--- src/rtl/event_enq_arbiter_if.sv ---
// Bundle between the simulation cores, the enqueue arbiter and the pheap enqueue port.
// The arbiter takes the slave view; whoever drives the cores and heap status takes the master view.
interface event_enq_arbiter_if #(
  parameter int NUM_PORTS = 4,
  parameter int WIDTH     = 32
);
  logic [NUM_PORTS-1:0]       in_valid;
  logic [NUM_PORTS*WIDTH-1:0] in_data;
  logic [NUM_PORTS-1:0]       in_ack;
  logic                       heap_ready;
  logic                       heap_full;
  logic                       deq_active;
  logic                       heap_enq;
  logic [WIDTH-1:0]           heap_data;
  logic [NUM_PORTS-1:0]       pending;
  logic [31:0]                enq_count;

  modport master (
    output in_valid, in_data, heap_ready, heap_full, deq_active,
    input  in_ack, heap_enq, heap_data, pending, enq_count
  );

  modport slave (
    input  in_valid, in_data, heap_ready, heap_full, deq_active,
    output in_ack, heap_enq, heap_data, pending, enq_count
  );
endinterface

--- src/rtl/event_enq_arbiter.sv ---
// Round-robin serialiser of per-core events into the single pheap enqueue port.
// Each core owns a one-entry buffer; at most one enqueue is issued every other cycle.
module event_enq_arbiter #(
  parameter int NUM_PORTS = 4,
  parameter int WIDTH     = 32
) (
  input logic               clk,
  input logic               rst,
  event_enq_arbiter_if.slave bus
);

  localparam int PTR_W = (NUM_PORTS > 1) ? $clog2(NUM_PORTS) : 1;
  localparam logic [PTR_W-1:0] LAST_PORT = PTR_W'(NUM_PORTS - 1);

  typedef enum logic [0:0] {
    ARB = 1'b0,
    GAP = 1'b1
  } state_t;

  state_t               state;
  state_t               state_next;
  logic [PTR_W-1:0]     rr_ptr;
  logic [NUM_PORTS-1:0] pending_q;
  logic [WIDTH-1:0]     event_buf [NUM_PORTS];
  logic                 heap_enq_q;
  logic [WIDTH-1:0]     heap_data_q;
  logic [31:0]          enq_count_q;

  logic [NUM_PORTS-1:0] in_ack;
  logic                 eligible;
  logic                 grant;
  logic                 grant_found;
  logic [PTR_W-1:0]     grant_idx;
  logic [PTR_W-1:0]     scan_idx;

  // Ack depends only on registered occupancy, so a freed slot cannot be refilled in the same cycle.
  assign in_ack = bus.in_valid & ~pending_q;

  assign bus.in_ack    = in_ack;
  assign bus.heap_enq  = heap_enq_q;
  assign bus.heap_data = heap_data_q;
  assign bus.pending   = pending_q;
  assign bus.enq_count = enq_count_q;

  always_comb begin
    grant_found = 1'b0;
    grant_idx   = '0;
    scan_idx    = '0;
    for (int k = 1; k <= NUM_PORTS; k++) begin
      scan_idx = PTR_W'((int'(rr_ptr) + k) % NUM_PORTS);
      if (!grant_found && pending_q[scan_idx]) begin
        grant_found = 1'b1;
        grant_idx   = scan_idx;
      end
    end
  end

  always_comb begin
    state_next = state;
    eligible   = 1'b0;
    grant      = 1'b0;
    case (state)
      ARB: begin
        eligible = (|pending_q) && bus.heap_ready && !bus.heap_full && !bus.deq_active;
        grant    = eligible && grant_found;
        if (grant) begin
          state_next = GAP;
        end
      end
      GAP: begin
        state_next = ARB;
      end
      default: begin
        state_next = ARB;
      end
    endcase
  end

  always_ff @(posedge clk) begin
    if (rst) begin
      state <= ARB;
    end else begin
      state <= state_next;
    end
  end

  always_ff @(posedge clk) begin
    if (rst) begin
      pending_q   <= '0;
      heap_enq_q  <= 1'b0;
      heap_data_q <= '0;
      enq_count_q <= '0;
      rr_ptr      <= LAST_PORT;
    end else begin
      heap_enq_q <= grant;
      if (grant) begin
        heap_data_q <= event_buf[grant_idx];
        rr_ptr      <= grant_idx;
        enq_count_q <= enq_count_q + 32'd1;
      end
      for (int i = 0; i < NUM_PORTS; i++) begin
        if (grant && (grant_idx == PTR_W'(i))) begin
          pending_q[i] <= 1'b0;
        end else if (in_ack[i]) begin
          pending_q[i] <= 1'b1;
        end
      end
    end
  end

  // Buffer contents are meaningless while the matching pending bit is clear, so no reset.
  always_ff @(posedge clk) begin
    for (int i = 0; i < NUM_PORTS; i++) begin
      if (in_ack[i]) begin
        event_buf[i] <= bus.in_data[i*WIDTH +: WIDTH];
      end
    end
  end

endmodule

--- src/flat_wrapper.sv ---
// flat-port wrapper written by rule: the top's interface ports become plain ports
module event_enq_arbiter_flat 
#(
  parameter int NUM_PORTS = 4,
  parameter int WIDTH     = 32
)
  (clk, rst, bus_in_valid, bus_in_data, bus_heap_ready, bus_heap_full, bus_deq_active, bus_in_ack, bus_heap_enq, bus_heap_data, bus_pending, bus_enq_count);
  event_enq_arbiter_if #(.NUM_PORTS(NUM_PORTS), .WIDTH(WIDTH)) bus_i ();
  input logic clk;
  input logic rst;
  input wire logic [$bits(bus_i.in_valid)-1:0] bus_in_valid;
  input wire logic [$bits(bus_i.in_data)-1:0] bus_in_data;
  input wire logic [$bits(bus_i.heap_ready)-1:0] bus_heap_ready;
  input wire logic [$bits(bus_i.heap_full)-1:0] bus_heap_full;
  input wire logic [$bits(bus_i.deq_active)-1:0] bus_deq_active;
  output wire logic [$bits(bus_i.in_ack)-1:0] bus_in_ack;
  output wire logic [$bits(bus_i.heap_enq)-1:0] bus_heap_enq;
  output wire logic [$bits(bus_i.heap_data)-1:0] bus_heap_data;
  output wire logic [$bits(bus_i.pending)-1:0] bus_pending;
  output wire logic [$bits(bus_i.enq_count)-1:0] bus_enq_count;
  assign bus_i.in_valid = bus_in_valid;
  assign bus_i.in_data = bus_in_data;
  assign bus_i.heap_ready = bus_heap_ready;
  assign bus_i.heap_full = bus_heap_full;
  assign bus_i.deq_active = bus_deq_active;
  assign bus_in_ack = bus_i.in_ack;
  assign bus_heap_enq = bus_i.heap_enq;
  assign bus_heap_data = bus_i.heap_data;
  assign bus_pending = bus_i.pending;
  assign bus_enq_count = bus_i.enq_count;
  event_enq_arbiter #(.NUM_PORTS(NUM_PORTS), .WIDTH(WIDTH)) u_core (.clk(clk), .rst(rst), .bus(bus_i));
endmodule
--- config.mk ---
export PLATFORM = sky130hd
export DESIGN_NAME = event_enq_arbiter_flat
export DESIGN_NICKNAME = d
export VERILOG_FILES = /design/src/rtl/event_enq_arbiter_if.sv /design/src/rtl/event_enq_arbiter.sv /design/src/flat_wrapper.sv
export SDC_FILE = /design/constraint.sdc
export NUM_CORES = 1
export LEC_CHECK = 0
export CAP_MARGIN = 40
export CORE_AREA = 2 2 136 138
export CTS_BUF_LIST = sky130_fd_sc_hd__clkbuf_8
export DETAILED_ROUTE_END_ITERATION = 6
export DIE_AREA = 0 0 138 140
export PLACE_DENSITY = 0.73
export REMOVE_ABC_BUFFERS = 1
export SYNTH_ARGS = -nofsm -noshare
export SYNTH_HDL_FRONTEND = slang
export SYNTH_SLANG_ARGS = --single-unit
--- constraint.sdc ---
create_clock -name clk -period 3.54 [get_ports clk]
set_clock_uncertainty 0.05 [all_clocks]
set_input_delay 0.354 -clock clk [delete_from_list [all_inputs] [get_ports clk]]
set_output_delay 0.354 -clock clk [all_outputs]
set_load 0.05 [all_outputs]
; ---- Yosys cells after proc, flatten, opt, wreduce, memory -nomap -nowiden
; Memory sizes are Yosys's and may differ from the RTL's. A register that Yosys moved wholly into a read port is not among the register bits.
; Index checks and enable logic that the tools add are counted.
[word_totals]
output_inout_bits = 73
mem_bits_rw = 128
input_bits = 137
regBits = 40
n_memories = 1
[op_classes]
n_mux = 27
n_lt_le_gt_ge = 4
reduce_logical = 22
eq_ne = 3
bitwise_logic = 3
n_addsub = 5
[memory_table]
columns = name, words, width, rd, rd_clocked_by_memory_dff, wr, line
row1 = u_core.event_buf, 4, 32, 1, 1, 4, event_enq_arbiter.sv:24  ; logic [WIDTH-1:0] event_buf [NUM_PORTS];
[ops]
columns = cell, count
row1 = 32-bit by 1-bit adder with 32-bit output (second input constant), 1
row2 = 1-bit 2-to-1 mux, 18
row3 = 2-bit by 3-bit < comparator with 1-bit output (second input constant), 4
row4 = 1-bit logical AND, 11
row5 = 1-bit binary-select mux with 2-bit select, 4
row6 = 2-bit 2-to-1 mux, 4
row7 = 2-bit OR reduction, 4
row8 = 1-bit logical NOT, 5
row9 = 2-bit by 1-bit adder with 2-bit output (second input constant), 2
row10 = 2-bit adder (second input constant), 2
row11 = 4-bit bitwise AND, 1
row12 = 2-bit equality test (second input constant), 2
row13 = 4-bit inverter, 1
row14 = 4-bit OR reduction, 1
row15 = 2-bit by 1-bit equality test with 1-bit output (second input constant), 1
row16 = 2-bit logical NOT, 1
row17 = 1-bit one-hot mux with 2 select lines, 1
row18 = 1-bit inverter, 1

; ---- Depth between registers and ports, before layout
[depth]
word_depth = 17
mapped_depth = 8
depth_no_buf = 6

; ---- Worst setup path after synthesis
; No wires, ideal clock.
[synth_timing]
kind = register to register
start = register u_core.pending_q[1], in the netlist u_core.bus.pending[1]
end = memory u_core.event_buf[1][0], enable pin
n_path_buf = 1
t_required_ns = 3.033
path_stages_with_launch = 3
t_arrival_ns = 2.807
path_slack_ns = 0.226
path_cell_list = dfxtp_1 buf_2 nor2b_1
[synth_lines]
columns = item, line
row1 = from (decl), event_enq_arbiter.sv:23  ; logic [NUM_PORTS-1:0] pending_q;
row2 = from (signal assigned), event_enq_arbiter.sv:89  ; pending_q <= '0;
row3 = "from (signal, indexed assignment)", event_enq_arbiter.sv:103  ; pending_q[i] <= 1'b0;
row4 = "from (signal, indexed assignment)", event_enq_arbiter.sv:105  ; pending_q[i] <= 1'b1;
row5 = to (decl), event_enq_arbiter.sv:24

; ---- Final worst setup path
[layout_timing]
start = register u_core.enq_count_q[4], in the netlist u_core.bus.enq_count[4]
end = register u_core.enq_count_q[29], in the netlist u_core.bus.enq_count[29]
[layout_via]
elab_chain_cells = 1
[layout_rtl]
columns = item, line
row1 = from (decl), event_enq_arbiter.sv:27  ; logic [31:0] enq_count_q;
row2 = from (signal assigned), event_enq_arbiter.sv:99  ; enq_count_q <= enq_count_q + 32'd1;
row3 = 32-bit by 1-bit adder with 32-bit output, event_enq_arbiter.sv:99
; No other way between the ends.
; A chain may end at the register's enable or synchronous reset.

==> results.md <==
Route:
- Wire segments on met3 add up to 1440 µm in the final route.
- The sum of met2 wire segment lengths after detailed routing is 10400 µm.
- The detailed router finished its first iteration with a little over 400 violations.
- The first detailed-routing pass ran for 4 iterations.
- The number of vias per cell is 5.68.
- The count of unresolved DRC violations after routing is 0.
- In this run the top signal layer used is met4.
- The total routed wire length on the met1 layer is 8880 µm.
- The remaining antenna violation count is 0.
- Wires add up to 21100 µm.
- The total number of vias is about 6000.
- Dividing the detail-routed wire length by the instance count gives 20.0 µm.

Logic synthesis:
- Averaged over all synthesized cells, the footprint is 12.7 µm².
- For this run, the number of Yosys warnings is 0.
- The synthesized netlist contains 43 unique library cells.
- The most frequently used flop master after synthesis is sky130_fd_sc_hd__edfxtp_1.
- The summed instance area of the synthesized netlist is about 7900 µm².
- The async set or reset register ratio after synthesis is 0.
- The total of flip-flops plus latches after synthesis is 199.
- The number of flops mapped to enable cells by yosys is 128.
- The share of the Yosys chip area taken by registers is 0.669.
- The gate count of the mapped netlist is 621.

Power:
- The share of total power dissipated in sequential elements is 0.539.
- The net switching power figure is 0.00122 W.
- The power density over the cells is 458 nW/µm².
- The reported leakage power is around 3.6 nW.
- The share of total power dissipated in the clock network is 0.319.
- The net switching share of the total power is 0.249.
- The internal portion of the total power is 0.00368 W.
- The share of total power dissipated in combinational logic is 0.141.
- The peak supply drop is 0.000329 V.

Global routing:
- The number of global-route vias before repair came to between 6000 and 7000.
- The pin count of the biggest net entering global routing is 71.
- The total congestion overflow is 0.
- The number of antenna violations at the first check in global routing is 0.
- The aggregate global-route resource usage is 0.218.
- The wire length of the first global-routing pass is 32900 µm.

Floorplan:
- The die is 140 µm tall.
- The number of cell rows is approximately 50.
- The die width is between 100 and 150 µm.
- The floorplan step defined a die boundary enclosing 19300 µm².
- For this configuration, the core starts out at a cell density of 0.443.
- For this design the top-level I/O count stands at 210.
- The area of the placeable core is 17800 µm².

Clocking:
- TritonCTS built the clock tree.
- In this run the deepest clock path goes through 2 buffers.
- Clock-pin slew was measured on the worst setup and hold paths at 0.09 ns.
- The count of clock tree sinks is 199.
- The H-tree generated during clock tree synthesis spans 4 levels.
- The total of hold buffers inserted after clock tree synthesis is 0.
- The number of setup buffers added after CTS is 0.
- For the worst-skew pair, the clock arrives at the later sink with an insertion delay of 0.47 ns.
- The post-cts repair resize count is 0.
- The number of buffers inserted during clock tree synthesis is 17.
- In this run the clock root is driven by a sky130_fd_sc_hd__clkbuf_8.

STA:
- For the pin with the worst max-slew slack, the measured transition is a little under 0.9 ns.
- Setup repair after global routing left no endpoint under its margin.
- The final critical-path share of the clock period is 0.775.
- The minimum period implied by the final worst setup slack is approximately 2.7 ns.
- The total of endpoints with negative setup slack in the final report is 0.
- The final number of hold-violating endpoints is 0.
- The worst pin sits at a relative slew slack of 0.406.
- Derived from the worst setup path, the maximum achievable clock frequency is 0.365 GHz.
- The worst hold margin is 0.202 ns.
- The final number of max-transition violations came to 0.

Worst hold path:
- The path class of the tightest hold or removal check is input pin to register.

Setup path:
- STA classifies the critical path startpoint as a register.
- The signal arrival time at the worst endpoint is ~3.1 ns.
- The critical path data required time is approximately 3.9 ns.
- The setup path with the least slack is of type register to register.
- The largest driver fanout on the critical path is 13.
- The critical path capture point type is a register.

Layout:
- Relative to the synthesized area, the layout overhead comes to 35.8%.
- 0 antenna diodes ended up in the layout.
- The non-filler instance count after layout is 1057.
- The net total in the final layout is 953.
- Of the cells placed in the final design, the portion with a size suffix greater than 1 is 0.0737.

Outcome:
- The flow ran to the end, and the final reports show no timing, DRC or antenna violations.

Place:
- The number of port buffers is ~210.
- The post-DP HPWL is 14500 µm.
- The congestion estimate from routability-driven global placement came to 0.847.
- The number of placed instances, taps included is 1024.

Job:
- The tool flagged a number of max-cap violations equal to 0.
critical path, stage by stage, from the launching register on:
cell and delay (ns):
sky130_fd_sc_hd__dfxtp_1 0.45, sky130_fd_sc_hd__and4_1 0.31, sky130_fd_sc_hd__nand4_1 0.48, sky130_fd_sc_hd__or4_1 0.70, sky130_fd_sc_hd__or4_1 0.50, sky130_fd_sc_hd__a21oi_1 0.17
synthesized netlist by cell type, types with 2 or more instances:
master                       n  area [µm²]
sky130_fd_sc_hd__xnor2_1    14         123
sky130_fd_sc_hd__nand4_1     7        43.8
sky130_fd_sc_hd__dfxtp_1    71        1420
sky130_fd_sc_hd__or4_1       6        45.0
sky130_fd_sc_hd__nand2_1    15        56.3
sky130_fd_sc_hd__nand2b_1    5        31.3
sky130_fd_sc_hd__a221oi_1   50         438
sky130_fd_sc_hd__nor4_1      8        50.1
sky130_fd_sc_hd__o21ai_0    24         120
sky130_fd_sc_hd__nor3_1      4        20.0
sky130_fd_sc_hd__or3_1       9        56.3
sky130_fd_sc_hd__buf_1       2        7.51
sky130_fd_sc_hd__or3_2       5        37.5
sky130_fd_sc_hd__nand3_1    11        55.1
sky130_fd_sc_hd__clkbuf_1   45         169
sky130_fd_sc_hd__a31oi_1    14        87.6
sky130_fd_sc_hd__a211o_1     2        17.5
sky130_fd_sc_hd__inv_1      20        75.1
sky130_fd_sc_hd__nor2b_1     4        25.0
sky130_fd_sc_hd__and4_1     18         158
sky130_fd_sc_hd__and2_1     21         131
sky130_fd_sc_hd__a211oi_1   17         128
sky130_fd_sc_hd__a21oi_1    14        70.1
sky130_fd_sc_hd__a22oi_1     2        15.0
sky130_fd_sc_hd__o31ai_1    22         165
sky130_fd_sc_hd__edfxtp_1  128        3840
sky130_fd_sc_hd__xor2_1      5        43.8
sky130_fd_sc_hd__buf_2       2        10.0
sky130_fd_sc_hd__nor2_1     43         161
sky130_fd_sc_hd__nand3b_1   20         150
per-layer routing:
metal	global-route usage	vias up
li1	-	2783
met1	0.274	2942
met2	0.371	247
met3	0.0598	33
met4	0.0634	0
met5	0	-
metrics by stage:
step / area (µm²) / TNS, ns / power [W] / util / setup slack [ns]
2_1_floorplan: 7680 / -18.22 / 0.00301 / - / -0.960
6_report: 10700 / 0 / 0.00490 / 0.601 / 0.798
3_5_place_dp: 10200 / 0 / 0.00339 / 0.576 / 0.518
5_1_grt: 10700 / 0 / 0.00506 / 0.601 / 0.561
4_1_cts: 10700 / 0 / 0.00492 / 0.600 / 0.837
3_3_place_gp: 10200 / 0 / 0.00335 / 0.573 / 0.632
layout make-up:
class	count	area, µm²
inverter	20	75.1
multi-input combinational	353	2400
sequential	199	5270
tap	229	287
timing repair buffer	224	2230
fill	1382	7100
clock inverter	14	181
clock buffer	18	248
cell usage in the layout, fill, tap and decap left out, types with 15 or more instances in the layout:
cell type | synthesis | final
sky130_fd_sc_hd__nand3b_1 | 20 | 20
sky130_fd_sc_hd__edfxtp_1 | 128 | 128
sky130_fd_sc_hd__a211oi_1 | 17 | 17
sky130_fd_sc_hd__inv_1 | 20 | 24
sky130_fd_sc_hd__clkdlybuf4s50_1 | 0 | 208
sky130_fd_sc_hd__clkbuf_8 | 0 | 18
sky130_fd_sc_hd__nand2_1 | 15 | 15
sky130_fd_sc_hd__a221oi_1 | 50 | 50
sky130_fd_sc_hd__o31ai_1 | 22 | 22
sky130_fd_sc_hd__o21ai_0 | 24 | 23
sky130_fd_sc_hd__and2_1 | 21 | 21
sky130_fd_sc_hd__and4_1 | 18 | 18
sky130_fd_sc_hd__nor2_1 | 43 | 43
sky130_fd_sc_hd__dfxtp_1 | 71 | 71
sequential cells by signal, indices dropped and copies added, names as in the netlist:
register              cells
u_core.state              1
u_core.bus.pending        4
u_core.rr_ptr             2
u_core.bus.enq_count     32
u_core.bus.heap_data     32
u_core.event_buf        128
kinds of logic (layout without fill, tap and decap cells):
kind of cell,Yosys count,count (layout),synth area share
compound gates,150,150,0.138
flops,199,199,0.669
fa+ha+maj,1,1,0.00159
buf+inv,69,276,0.0332
simple gates,183,183,0.137
xor+xnor,19,19,0.0211
power by group through the flow:
stage                     Clock, W  Sequential, W  Combinational [W]
after global routing       0.00167        0.00265           0.000739
after CTS                  0.00158        0.00264           0.000693
after global placement           0        0.00269           0.000661
after detailed placement         0        0.00269           0.000691
after floorplan                  0        0.00276           0.000251
final                      0.00156        0.00264           0.000691
path summary, 6_finish.rpt:
kind | slack, ns | end | cells past startpoint | start
max reg2reg | 0.80 | u_core.bus.enq_count[29] | 5 | u_core.bus.enq_count[4]
min reg2reg | 0.45 | u_core.bus.heap_data[27] | 2 | u_core.bus.heap_data[27]
min | 0.20 | u_core.state | 3 | rst
max | 0.80 | u_core.bus.enq_count[29] | 5 | u_core.bus.enq_count[4]
(Power assumes the default switching activity.)
